## config.mk

```make
export PLATFORM = sky130hd
export DESIGN_NAME = cic_sample_buffer
export DESIGN_NICKNAME = d
export VERILOG_FILES = /design/src/rtl/cic_sample_buffer.sv
export SDC_FILE = /design/constraint.sdc
export NUM_CORES = 1
export LEC_CHECK = 0
export ABC_CLOCK_PERIOD_IN_PS = 3500
export CORE_ASPECT_RATIO = 0.8
export CORE_UTILIZATION = 33
export CTS_BUF_LIST = sky130_fd_sc_hd__clkbuf_16
export CTS_CLUSTER_DIAMETER = 50
export CTS_CLUSTER_SIZE = 16
export DETAILED_ROUTE_END_ITERATION = 10
export GPL_ROUTABILITY_DRIVEN = 0
export PLACE_DENSITY_LB_ADDON = 0.05
export SYNTH_ARGS = -nofsm -noshare
export SYNTH_HDL_FRONTEND = slang
export SYNTH_SLANG_ARGS = --single-unit
```

## constraint.sdc

```tcl
create_clock -name clk -period 3.5 [get_ports clk]
set_clock_uncertainty 0.2 [all_clocks]
set_input_delay 0.35 -clock clk [delete_from_list [all_inputs] [get_ports clk]]
set_output_delay 0.35 -clock clk [all_outputs]
set_load 0.03 [all_outputs]
```

## src/rtl/cic_sample_buffer.sv

```systemverilog
// Decimation strobe, CIC3 settling discard, round/saturate and show-ahead output FIFO
// for the cic3_echip65 output path.
module cic_sample_buffer #(
  parameter int IN_WIDTH   = 25,
  parameter int OUT_WIDTH  = 16,
  parameter int SHIFT      = 9,
  parameter int DECIMATION = 64,
  parameter int DISCARD    = 3,
  parameter int DEPTH      = 8
) (
  input  logic                     clk,
  input  logic                     reset_n,
  input  logic                     enable,
  input  logic [IN_WIDTH-1:0]      cic_in,
  output logic                     sample_strobe,
  output logic                     rd_valid,
  output logic [OUT_WIDTH-1:0]     rd_data,
  input  logic                     rd_ready,
  output logic [$clog2(DEPTH):0]   fifo_count,
  output logic                     overflow,
  input  logic                     overflow_clr,
  output logic [1:0]               fsm_state
);

  // Read handshake: rd_valid/rd_data present the FIFO head; a word is consumed in
  // every cycle where rd_valid && rd_ready at the rising edge; rd_valid never waits on rd_ready.

  typedef enum logic [1:0] {IDLE = 2'd0, WARMUP = 2'd1, RUN = 2'd2} state_t;

  localparam int CW   = $clog2(DECIMATION);
  localparam int DW   = (DISCARD > 0) ? $clog2(DISCARD + 1) : 1;
  localparam int AW   = (DEPTH > 1) ? $clog2(DEPTH) : 1;
  localparam int CNTW = $clog2(DEPTH) + 1;

  localparam logic [CW-1:0]   CNT_MAX   = CW'(DECIMATION - 1);
  localparam logic [DW-1:0]   DISC_LAST = DW'(DISCARD - 1);
  localparam logic [AW-1:0]   PTR_MAX   = AW'(DEPTH - 1);
  localparam logic [CNTW-1:0] CNT_FULL  = CNTW'(DEPTH);

  localparam logic signed [IN_WIDTH:0] HALF    = {{IN_WIDTH{1'b0}}, 1'b1} << (SHIFT - 1);
  localparam logic signed [IN_WIDTH:0] SAT_MAX = ({{IN_WIDTH{1'b0}}, 1'b1} << (OUT_WIDTH - 1)) - 1'b1;
  localparam logic signed [IN_WIDTH:0] SAT_MIN = ~SAT_MAX;

  logic [CW-1:0]  cnt;
  state_t         state, state_next;
  logic [DW-1:0]  disc, disc_next;
  logic           capture;

  // Decimation counter
  always_ff @(posedge clk or negedge reset_n) begin
    if (!reset_n)            cnt <= '0;
    else if (!enable)        cnt <= '0;
    else if (cnt == CNT_MAX) cnt <= '0;
    else                     cnt <= cnt + 1'b1;
  end

  assign sample_strobe = enable && (cnt == CNT_MAX);

  always_ff @(posedge clk or negedge reset_n) begin
    if (!reset_n) begin
      state <= IDLE;
      disc  <= '0;
    end else begin
      state <= state_next;
      disc  <= disc_next;
    end
  end

  always_comb begin
    state_next = state;
    disc_next  = disc;
    capture    = 1'b0;
    if (!enable) begin
      state_next = IDLE;
    end else begin
      case (state)
        IDLE: begin
          disc_next  = '0;
          state_next = (DISCARD == 0) ? RUN : WARMUP;
        end
        WARMUP: begin
          if (sample_strobe) begin
            disc_next = disc + 1'b1;
            if (disc == DISC_LAST) state_next = RUN;
          end
        end
        RUN:     capture = sample_strobe;
        default: state_next = IDLE;
      endcase
    end
  end

  assign fsm_state = state;

  // Round half-up then arithmetic shift, one extra bit so the rounding add cannot wrap
  logic signed [IN_WIDTH:0] sum_w, shifted;
  logic [OUT_WIDTH-1:0]     sat_val;

  always_comb begin
    sum_w   = $signed({cic_in[IN_WIDTH-1], cic_in}) + HALF;
    shifted = sum_w >>> SHIFT;
    if (shifted > SAT_MAX)      sat_val = SAT_MAX[OUT_WIDTH-1:0];
    else if (shifted < SAT_MIN) sat_val = SAT_MIN[OUT_WIDTH-1:0];
    else                        sat_val = shifted[OUT_WIDTH-1:0];
  end

  logic                 pipe_valid;
  logic [OUT_WIDTH-1:0] pipe_data;

  always_ff @(posedge clk or negedge reset_n) begin
    if (!reset_n) begin
      pipe_valid <= 1'b0;
      pipe_data  <= '0;
    end else begin
      pipe_valid <= capture;
      if (capture) pipe_data <= sat_val;
    end
  end

  logic [OUT_WIDTH-1:0] mem [DEPTH];
  logic [AW-1:0]        wr_ptr, rd_ptr, rd_ptr_inc;
  logic                 pop, full, wr_en, drop;

  assign rd_valid   = (fifo_count != '0);
  assign pop        = rd_valid && rd_ready;
  assign full       = (fifo_count == CNT_FULL);
  assign wr_en      = pipe_valid && (!full || pop);
  assign drop       = pipe_valid && full && !pop;
  assign rd_ptr_inc = (rd_ptr == PTR_MAX) ? '0 : rd_ptr + 1'b1;

  always_ff @(posedge clk) begin
    if (wr_en) mem[wr_ptr] <= pipe_data;
  end

  always_ff @(posedge clk or negedge reset_n) begin
    if (!reset_n) begin
      wr_ptr     <= '0;
      rd_ptr     <= '0;
      fifo_count <= '0;
      overflow   <= 1'b0;
    end else begin
      if (wr_en) wr_ptr <= (wr_ptr == PTR_MAX) ? '0 : wr_ptr + 1'b1;
      if (pop)   rd_ptr <= rd_ptr_inc;
      case ({wr_en, pop})
        2'b10:   fifo_count <= fifo_count + 1'b1;
        2'b01:   fifo_count <= fifo_count - 1'b1;
        default: fifo_count <= fifo_count;
      endcase
      if (drop)              overflow <= 1'b1;
      else if (overflow_clr) overflow <= 1'b0;
    end
  end

  // Registered head: refreshed from the incoming word when it becomes the head,
  // otherwise from the next slot on a pop; held while the FIFO is empty.
  always_ff @(posedge clk or negedge reset_n) begin
    if (!reset_n) begin
      rd_data <= '0;
    end else if (pop) begin
      if (fifo_count == CNTW'(1)) begin
        if (wr_en) rd_data <= pipe_data;
      end else begin
        rd_data <= mem[rd_ptr_inc];
      end
    end else if (!rd_valid && wr_en) begin
      rd_data <= pipe_data;
    end
  end

endmodule

```

# [After elaboration in Yosys (flattened, before gate mapping)]
# Memory sizes are Yosys's and may differ from the RTL's.
# Cells that the tools add are included.
[totals] output_inout_bits=25 ramBits=128 n_memories=1 reg_bits=54
[classes] add_sub_neg=7 n_reduce_logical=19 order_cmp=2 n_eq_ne=15 n_mux=23
[memory_table] memory="mem" depth=8 width=16 rd=1 rd_clocked_by_memory_dff=0 write_ports=1 line_no="120" text="logic [OUT_WIDTH-1:0] mem [DEPTH];"
[ops] operator="2-to-1 mux 16 bit" n=6
[ops] operator="adder 25 x 10 -> 26 bit, second input constant" n=1
[ops] operator="> comparator 17 x 16 -> 1 bit, second input constant" n=1
[ops] operator="less-than comparator 17 x 16 -> 1 bit, second input constant" n=1
[ops] operator="2-to-1 mux 6 bit" n=2
[ops] operator="inequality test 3 bit, second input constant" n=3
[ops] operator="2-to-1 mux 2 bit" n=4
[ops] operator="one-hot mux 4 bit (2 select lines)" n=1
[ops] operator="nonzero test 2 bit" n=4
[ops] operator="adder 3 x 1 -> 3 bit, second input constant" n=2
[ops] operator="adder 6 x 1 -> 6 bit, second input constant" n=1
[ops] operator="equality test 2 bit, second input constant" n=3
[ops] operator="equality test 3 bit, second input constant" n=2
[ops] operator="equality test 6 bit, second input constant" n=1
[ops] operator="logical AND 1 bit" n=6
[ops] operator="2-to-1 mux 1 bit" n=6
[ops] operator="2-to-1 mux 3 bit" n=2
[ops] operator="one-hot mux 2 bit (3 select lines)" n=1
[ops] operator="AND reduction 3 bit" n=2
[ops] operator="adder 4 x 1 -> 4 bit, second input constant" n=1
[ops] operator="equality test 2 x 1 -> 1 bit, second input constant" n=2
[ops] operator="equality test 4 x 1 -> 1 bit, second input constant" n=1
[ops] operator="equality test 4 bit, second input constant" n=1
[ops] operator="inequality test 2 bit, second input constant" n=2
[ops] operator="other kinds (8)" n=10

# [Logic depth before layout (Yosys ltp)]
[logic_depth] word_depth=7 ltp_mapped=12

# [Worst setup path after synthesis]
# Ideal clock, no wire load.
[synth_path] path_kind="register -> register" from="register fifo_count[0]" to="memory mem[1][0], enable pin" slack_ps=-287 t_arrival_ps=3150 path_buffers=1 path_stages_with_launch=7 required_ps=2864 path_cell_list="dfrtp_1 inv_1 ha_1 nor4bb_1 nand2b_1 buf_2 nor4b_1"
[synth_via] elab_chain_cells=6 elab_cells_between_ends=8 cone_classes="1 x eq/ne; 2 x mux; 5 x reduce/logical"
[synth_rtl] item="from (decl)" line_no="19" text="output logic [$clog2(DEPTH):0] fifo_count,"
[synth_rtl] item="from (signal assigned)" line_no="145" text="2'b10: fifo_count <= fifo_count + 1'b1;"
[synth_rtl] item="from (signal assigned)" line_no="146" text="2'b01: fifo_count <= fifo_count - 1'b1;"
[synth_rtl] item="from (signal assigned)" line_no="147" text="default: fifo_count <= fifo_count;"
[synth_rtl] item="equality test 4 bit / nonzero test 4 bit (equally long branches)" line_no="126, 124"
[synth_rtl] item="logical NOT 1 bit / logical AND 1 bit (equally long branches)" line_no="127, 125"
[synth_rtl] item="logical OR 1 bit *" line_no="127" text="assign wr_en = pipe_valid && (!full || pop);"
[synth_rtl] item="logical AND 1 bit *" line_no="127"
[synth_rtl] item="2-to-1 mux 1 bit *" line_no="132" text="if (wr_en) mem[wr_ptr] <= pipe_data;"
[synth_rtl] item="2-to-1 mux 1 bit (not written as such) *" line_no="132"
[synth_rtl] item="to (decl)" line_no="120"
# Mark *: on every way between the ends. The rest lies on a longest branch, timed or not.

# [Worst setup path after layout]
[layout_path] from="register fifo_count[0]" to="register rd_data[10]"
[layout_via] elab_chain_cells=7 elab_cells_between_ends=14 cone_classes="3 x eq/ne; 2 x mux; 9 x reduce/logical"
[layout_rtl] item="equality test 4 bit / nonzero test 4 bit (equally long branches)" line_no="126, 124"
[layout_rtl] item="logical NOT 1 bit / logical AND 1 bit (equally long branches)" line_no="127, 125"
[layout_rtl] item="logical OR 1 bit" line_no="127"
[layout_rtl] item="logical AND 1 bit" line_no="127"
[layout_rtl] item="logical AND 1 bit" line_no="165" text="end else if (!rd_valid && wr_en) begin"
[layout_rtl] item="nonzero test 2 bit (no line)"
[layout_rtl] item="AND reduction 2 bit (no line)"
[layout_rtl] item="to (signal assigned)" line_no="161" text="if (wr_en) rd_data <= pipe_data;"
[layout_rtl] item="to (signal assigned)" line_no="163" text="rd_data <= mem[rd_ptr_inc];"
[layout_rtl] item="to (signal assigned)" line_no="166" text="rd_data <= pipe_data;"
[layout_rtl] item="to (decl)" line_no="17" text="output logic [OUT_WIDTH-1:0] rd_data,"
# Parallel ways exist; a longest one is shown, timed or not.
# A chain may end at the register's enable or synchronous reset.

==> metrics.cfg <==
[grt]
grt_pass1_vias = 5107
grt.overflow.total = 0
antenna_found_initial = 0
grt_max_degree = 67
grt.total_usage_pct = 16.7
grt_pass1_wl_um = 30500

[yosys]
synth_top_area_share_pct = 48.4
synth_nets = 643
synth_seq_cells = 182
synth_area_leaders = edfxtp_1 (48%), dfrtp_1 (17%), mux2i_1 (4.2%)
synth-edff-count = 128
syn_avg_cell_area_um2 = 13.2
yosysTopAreaCell = edfxtp_1
synth_cells = 602
netlist_area_mm2 = 0.00795
ys_warn_count = 0
synthDistinctLibCells = 51
synthMostInstantiatedCell = edfxtp_1
synthArstFlopShare_pct = 29.7
synthTopCellsByCount = edfxtp_1 (128), dfrtp_1 (54), nand2_1 (49), nor2_1 (47), mux2i_1 (33)
synthFlopType = edfxtp_1
yosysSeqAreaShare_pct = 65.4

[finish]
drive_above_1_share_pct = 11.8
multi_input_area_mm2 = 0.00260
fillers = 2267
synthToLayoutAreaGrowth_pct = 18.4
finalNetCount = 699
regArea_mm2 = 0.00520
n_antenna_cell = 0
layoutNonFillerInstCount = 983
final_area_mm2 = 0.00941

[cts]
cts_sinks = 182
clk_pin_slew_ns = 0.07
numCtsBuffers = 17
clockRootBuffer = clkbuf_16
htreeDepth = 4
cts_max_path_buffers = 2
cts_tree = done
cts_setup_buffers = 0
clk_latency_ns = 0.43

[timing]
finalSetupViolations = 0
worstMarginPinSlew_ns = 1.04
finalMaxSlewViolations = 0
timing.slew.headroom_pct = 30.9
fin_crit_ns = 2.99
rsz0062_at_grt = no
totalNegativeSetupSlack_ns = 0
period_share_pct = 85.4
hold_viol = 0
max_freq_mhz = 335

[pwr]
powerDensity_mw_per_mm2 = 445
ir_drop_v = 0.000315
p_leak_nw = 3.45

[worst_setup_path]
crit_type = flip-flop to flip-flop
crit_top_cell = ha_1
path_max_fanout = 32
slowest_stage = dfrtp_1
crit_buf_inv = 2
crit_cells = 11
endpoint_kind = flip-flop
cp-start-kind = flip-flop
slowest_delay_ns = 0.45
rr_worst_depth = 11
path_cells = inv_1, ha_1, nor4bb_1, nand2b_1, ha_1, a21oi_1, o31ai_1, o21ai_2, buf_4, nor2_1, a31oi_1
path_delay_family = simple AND/OR/NAND/NOR gates
crit_required_ns = 3.58
arrival_ns = 3.07

[worst_hold_path]
hold_class = primary input to asynchronous set/reset pin

[job]
cap_violations = 0

[route]
viasPerCell = 5.26
drc_errors = 0
drtPass1Iterations = 4
wl_per_cell_um = 20.3
drt_iter0_drc = 333
wirelength_um = 20000
vias = 5172
ant_nets = 0

[floorplanning]
die_h_um = 141
rows = 50
coreArea_mm2 = 0.0235
start_util_pct = 33.8
die_w_um = 175
io_pins = 55
die_area_mm2 = 0.0247

[placement]
dpl.cell_count = 950
portBuffers = 46
place_area_mm2 = 0.00887
hpwl_um = 12000

[outcome]
status = finished clean

cell families after synthesis:
logic type / after synthesis / synth area share, %
xor gates and xnor gates: 20 / 2.20
adders and majority gates: 11 / 1.73
muxes: 37 / 4.72
buffers and inverters: 45 / 2.49
DFF: 182 / 65.4
and+or+nand+nor: 156 / 9.97
AOI/OAI and AO/OA: 151 / 13.5
area by class of cell:
| type | instances | area share (%) |
|---|---|---|
| Multi-Input combinational cell | 375 | 27.6 |
| Clock buffer | 17 | 4.52 |
| Clock inverter | 15 | 1.13 |
| Sequential cell | 182 | 55.2 |
| Timing Repair Buffer | 73 | 7.02 |
| Inverter | 9 | 0.359 |
| Tap cell | 312 | 4.15 |
registers in the layout, summed over array words and instances, names as in the netlist:
signal,flops
mem,128
pipe_data,16
pipe_valid,1
rd_ptr,3
overflow,1
wr_ptr,3
fsm_state,2
cnt,6
disc,2
rd_data,16
fifo_count,4
routing by layer:
metal	GRT usage (%)	routed length [um]
met1	22.8	9090
met2	27.5	9680
met3	3.32	1080
met4	3.94	139
met5	0	0
path summary, 6_finish.rpt:
check                              start  slack [ns]           end
setup / recovery           fifo_count[0]        0.51   rd_data[10]
hold / removal                   reset_n        0.13  fsm_state[0]
setup reg to reg           fifo_count[0]        0.51   rd_data[10]
hold reg to reg                   cnt[0]        0.27        cnt[0]
max in group asynchronous        reset_n        2.28    rd_data[1]
min in group clk                  cnt[0]        0.27        cnt[0]
through the flow:
step	hold WS, ns	worst slack (ns)	power, W	utilization, %
2_1_floorplan	-0.146	-0.287	0.00240	-
3_3_place_gp	0.0534	0.638	0.00248	37.7
3_5_place_dp	0.0604	0.522	0.00249	37.7
4_1_cts	0.134	0.516	0.00423	40.0
5_1_grt	0.152	0.278	0.00434	40.0
6_report	0.134	0.511	0.00419	40.0
report_power, final:
group / leakage, nW / switching, W / internal (W)
clock network: 0.252 / 0.000840 / 0.000910
registers: 2.17 / 0.00000899 / 0.00230
logic: 1.03 / 0.0000752 / 0.0000583
layout by cell type (no fill, tap or decap), drive strengths merged, types with 17 or more instances in the layout:
cell and instances:
a31oi 23, nor2 48, clkbuf 17, o211ai 22, o221ai 21, a21oi 21, a22oi 32, nand2 51
mux2i 33, clkdlybuf4s50 45, dfrtp 54, edfxtp 128, buf 27
what timing repair did:
| item | 4_1_cts | 5_1_grt |
|---|---|---|
| resized for setup | 0 | 0 |
| hold buffers | 1 | 0 |
| endpoints found under the hold margin | 12 | 0 |
No activity file was read; power rests on OpenSTA's default activity.
